**src/rtl/thermo_ramp_ctrl.sv**
```systemverilog
// thermo_ramp_ctrl: steps a binary code (feeding a thermometer encoder) one LSB at a time
// toward an accepted target, one step every step_div+1 cycles, then pulses done.
// Optional feature: define THERMO_RAMP_SETTLE_EN to add a SETTLE wait of SETTLE_CYCLES
// cycles between reaching the target and the done pulse.
module thermo_ramp_ctrl #(
    parameter int unsigned D_WIDTH       = 4,
    parameter int unsigned DIV_WIDTH     = 8,
    parameter int unsigned SETTLE_CYCLES = 16
) (
    input  logic                 clk,
    input  logic                 rst_n,
    input  logic                 tgt_valid,
    output logic                 tgt_ready,
    input  logic [D_WIDTH-1:0]   tgt_code,
    input  logic [DIV_WIDTH-1:0] step_div,
    input  logic                 abort,
    output logic [D_WIDTH-1:0]   code,
    output logic                 busy,
    output logic                 done
);

`ifdef THERMO_RAMP_SETTLE_EN
    typedef enum logic [1:0] {StIdle, StRamp, StSettle, StDone} state_e;
    localparam int unsigned SetW = (SETTLE_CYCLES > 1) ? $clog2(SETTLE_CYCLES) : 1;
    logic [SetW-1:0] settle_q, settle_d;
`else
    typedef enum logic [1:0] {StIdle, StRamp, StDone} state_e;
`endif

    state_e               state_q, state_d;
    logic [D_WIDTH-1:0]   code_q, code_d;
    logic [D_WIDTH-1:0]   tgt_q, tgt_d;
    logic [DIV_WIDTH-1:0] div_q, div_d;
    logic [DIV_WIDTH-1:0] cnt_q, cnt_d;
    logic [D_WIDTH-1:0]   step_code;

    // Next code one LSB toward the target; in RAMP code never equals the target, so no wrap.
    always_comb begin
        step_code = (code_q < tgt_q) ? code_q + D_WIDTH'(1) : code_q - D_WIDTH'(1);
    end

    // State and datapath registers, asynchronously cleared.
    always_ff @(posedge clk or negedge rst_n) begin
        if (!rst_n) begin
            state_q  <= StIdle;
            code_q   <= '0;
            tgt_q    <= '0;
            div_q    <= '0;
            cnt_q    <= '0;
`ifdef THERMO_RAMP_SETTLE_EN
            settle_q <= '0;
`endif
        end else begin
            state_q  <= state_d;
            code_q   <= code_d;
            tgt_q    <= tgt_d;
            div_q    <= div_d;
            cnt_q    <= cnt_d;
`ifdef THERMO_RAMP_SETTLE_EN
            settle_q <= settle_d;
`endif
        end
    end

    // Next-state logic: accept in IDLE, step in RAMP, optional wait in SETTLE, pulse in DONE.
    always_comb begin
        state_d  = state_q;
        code_d   = code_q;
        tgt_d    = tgt_q;
        div_d    = div_q;
        cnt_d    = cnt_q;
`ifdef THERMO_RAMP_SETTLE_EN
        settle_d = settle_q;
`endif
        unique case (state_q)
            StIdle: begin
                if (tgt_valid) begin
                    tgt_d   = tgt_code;
                    div_d   = step_div;
                    cnt_d   = '0;
                    state_d = (tgt_code == code_q) ? StDone : StRamp;
                end
            end
            StRamp: begin
                // Abort takes priority over a coincident step: code is held.
                if (abort) begin
                    state_d = StIdle;
                end else if (cnt_q == div_q) begin
                    cnt_d  = '0;
                    code_d = step_code;
                    if (step_code == tgt_q) begin
`ifdef THERMO_RAMP_SETTLE_EN
                        state_d  = StSettle;
                        settle_d = '0;
`else
                        state_d  = StDone;
`endif
                    end
                end else begin
                    cnt_d = cnt_q + DIV_WIDTH'(1);
                end
            end
`ifdef THERMO_RAMP_SETTLE_EN
            StSettle: begin
                if (abort) begin
                    state_d = StIdle;
                end else if (settle_q == SetW'(SETTLE_CYCLES - 1)) begin
                    state_d = StDone;
                end else begin
                    settle_d = settle_q + SetW'(1);
                end
            end
`endif
            StDone: begin
                state_d = StIdle;
            end
            default: begin
                state_d = StIdle;
            end
        endcase
    end

    // Outputs decoded from the registered state, so they are glitch-free.
    always_comb begin
        code      = code_q;
        busy      = (state_q != StIdle);
        done      = (state_q == StDone);
        tgt_ready = (state_q == StIdle);
    end

endmodule

```
**config.mk**
```make
export PLATFORM = sky130hd
export DESIGN_NAME = thermo_ramp_ctrl
export DESIGN_NICKNAME = d
export VERILOG_FILES = /design/src/rtl/thermo_ramp_ctrl.sv
export SDC_FILE = /design/constraint.sdc
export NUM_CORES = 1
export LEC_CHECK = 0
export CAP_MARGIN = 30
export CORE_MARGIN = 2
export CORE_UTILIZATION = 40
export CTS_CLUSTER_DIAMETER = 30
export CTS_CLUSTER_SIZE = 20
export DETAILED_ROUTE_END_ITERATION = 10
export DONT_BUFFER_PORTS = 1
export PLACE_DENSITY_LB_ADDON = 0.05
export SYNTH_ARGS = -nofsm -noshare
export SYNTH_HDL_FRONTEND = slang
export SYNTH_SLANG_ARGS = --single-unit
```
**constraint.sdc**
```tcl
create_clock -name clk -period 2.9 [get_ports clk]
set_input_delay 0.58 -clock clk [delete_from_list [all_inputs] [get_ports clk]]
set_output_delay 0.58 -clock clk [all_outputs]
set_load 0.02 [all_outputs]
```
==> impl_metrics.ini <==
[clock_network]
cts_tree = built
clk_pin_slew_worst_paths_ns = 0.09
cts_sinks = 26
cts-root-buf = clkbuf_8
insertion_delay_ns = 0.26
cts_buffers = 3
cts_max_level = 1
max-clock-path-buffers = 2

[logic_synthesis]
async_reset_ff_frac = 1.00
syn-cell-area_um2 = 1540
yosys_warnings = 0
avgSynthCellArea_um2 = 10.8
synth_cell_types = 38
synth_most_common_cell = dfrtp_1
synth.area.top_cells = dfrtp_1, mux2_2, xnor2_1
ys_ff_latch = 26
synth-edff-count = 0
netlist_top_cells_count = dfrtp_1, nand2_1, xnor2_1, inv_1, o21ai_0
syn_nets = 167
syn_inst = 143
seq_area_frac_synth = 0.423
synth_top_area_share = 0.423
synth-main-ff-cell = dfrtp_1
yosysTopAreaCell = dfrtp_1

[worst_setup_path]
cp_max_fo = 4
start_kind = flop
path_cells = ha_1 > a21oi_1 > o21a_1 > inv_1 > ha_1 > a21o_1 > a21oi_1 > xnor2_1 > xnor3_1 > a221o_1
crit_required_ns = 3.05
critical_path_class = reg2reg
max_stage_delay_ns = 0.40
cp-end-kind = flop
slowest_stage = dfrtp_1
cp.arrival_ns = 2.90

[placement]
port_buffers = 0
placed_cells = 194
hpwl_um = 2230
place_congestion = 0.801

[worst_hold_path]
hold_class = in2async

[sta]
slew_viol_final = 0
finalHoldViolCount = 0
whs_ns = 0.119
fin_crit_sh = 0.949
fin_skew_ns = 0.00265
post-route-min-period_ns = 2.75
fin_tns_setup_ns = 0
tightestPinTransition_ns = 0.655
relSlewSlack = 0.563
fmax_mhz = 363
setup_viol = 0
rsz0062_at_grt = no

[floorplan]
io-pin-count = 23
num_rows = 22
dieArea_um2 = 4360
initial_core_util = 0.417
die_y_um = 66
core_area_um2 = 3690
fp.dieW_um = 66

[global_routing]
grt_use_met2 = 0.232
busiest_layer = met2
overflow = 0
grt_max_degree = 27
grt_pass1_wl_um = 4940
grt_usage = 0.149
met3_usage = 0.0256
grtUsageMet1 = 0.214
antenna_found_initial = 0
first_global_vias = 1036

[power]
peakVddDrop_mv = 0.342
totalPowerFinal_w = 0.00154
p_leak_nw = 0.748
cellPowerDensity_nw_per_um2 = 908

[cells_and_area]
synthToLayoutAreaGrowth_pct = 10.3
nets = 176
final_cells = 199
n_antenna_cell = 0
drive_above_1_share = 0.185
utilization = 0.460

[drt]
wl_per_cell_um = 14.5
drt_iter0_drc = 40
drt_wl_total_um = 2880
drc = 0
vias = 1027
viasPerCell = 5.16
ant_nets = 0
firstDrtPassIters = 4

[run_status]
outcome = finished, final reports clean

[job]
cap_viol_max_count = 0
-- where the power goes --
part           internal, W  total (W)  switching (W)  leakage (nW)
registers         0.000479   0.000564      0.0000850         0.333
logic             0.000333   0.000743       0.000410         0.386
clock network     0.000121   0.000231       0.000110        0.0288
total             0.000933    0.00154       0.000605         0.748
-- worst paths after layout --
path / depth (start not counted) / slack (ns) / startpoint / endpoint
max in group asynchronous: 1 / 2.63 / rst_n / code[2]$_DFFE_PN0P_
worst min-delay path: 1 / 0.12 / rst_n / div_q[5]$_DFFE_PN0P_
min in group clk: 2 / 0.44 / tgt_code[2] / tgt_q[2]$_DFFE_PN0P_
worst max register to register: 10 / 0.15 / code[3]$_DFFE_PN0P_ / state_q[0]$_DFFE_PN0P_
worst min register to register: 1 / 0.53 / tgt_q[0]$_DFFE_PN0P_ / tgt_q[0]$_DFFE_PN0P_
worst max-delay path: 10 / 0.15 / code[3]$_DFFE_PN0P_ / state_q[0]$_DFFE_PN0P_
-- metrics by stage --
| step | setup WS [ns] | cell area (µm²) |
|---|---|---|
| after floorplan | 0.183 | 1540 |
| after global placement | 0.195 | 1620 |
| after detailed placement | 0.168 | 1620 |
| after CTS | 0.142 | 1690 |
| after global routing | 0.0162 | 1700 |
| final | 0.148 | 1700 |
-- cells by family (layout without fill, tap and decap cells) --
logic type / Yosys count / after routing / share of synthesized area
buf+inv: 13 / 21 / 0.0423
fa+ha+maj: 8 / 8 / 0.0700
xor+xnor: 21 / 21 / 0.129
flops: 26 / 26 / 0.423
compound gates: 27 / 27 / 0.111
simple gates: 38 / 38 / 0.151
mux: 10 / 10 / 0.0732
-- placed cells by master, fill, tap and decap left out, types with 2 or more instances in the layout --
cell / instances
a21oi_1: 5
a31oi_1: 2
a32o_1: 2
buf_4: 6
clkbuf_8: 4
dfrtp_1: 26
ha_1: 7
inv_1: 10
mux2_2: 9
nand2_1: 16
nand3_1: 2
nand4_1: 2
nor2_1: 4
nor2b_1: 2
nor4_4: 2
o21ai_0: 10
o31ai_1: 2
or2_2: 2
xnor2_1: 11
xor2_1: 9
-- sequential cells by signal, summed over array words and instances, names as in the netlist --
| register | cells |
|---|---|
| cnt_q | 8 |
| div_q | 8 |
| code | 4 |
| tgt_q | 4 |
| state_q | 2 |
-- layer usage --
metal / part of all wire / up-vias
met4: 0.0080 / 0
met5: 0 / -
li1: - / 509
met2: 0.44 / 26
met1: 0.50 / 490
met3: 0.046 / 2
-- critical path: cells and delay by family (launching register included) --
family	cells	cell delay, ns
AO/OA/AOI/OAI	5	1.08
flip-flops	1	0.40
XOR/XNOR	2	0.46
adder cells (fa/ha/maj)	2	0.60
buffers and inverters	1	0.10
-- final cells by class --
class                      count  area (µm²)
sequential                    26         651
tap                           48        60.1
inverter                      10        37.5
multi-input combinational    104         827
timing repair buffer           7        65.1
fill                         362        1990
clock buffer                   4        55.1
-- repair_timing --
action,4_1_cts,5_1_grt
resized for setup,0,1
setup endpoints to repair,0,1
endpoints found under the hold margin,26,0
buffers inserted,0,0
hold buffers,1,0
(Power assumes the default switching activity.)
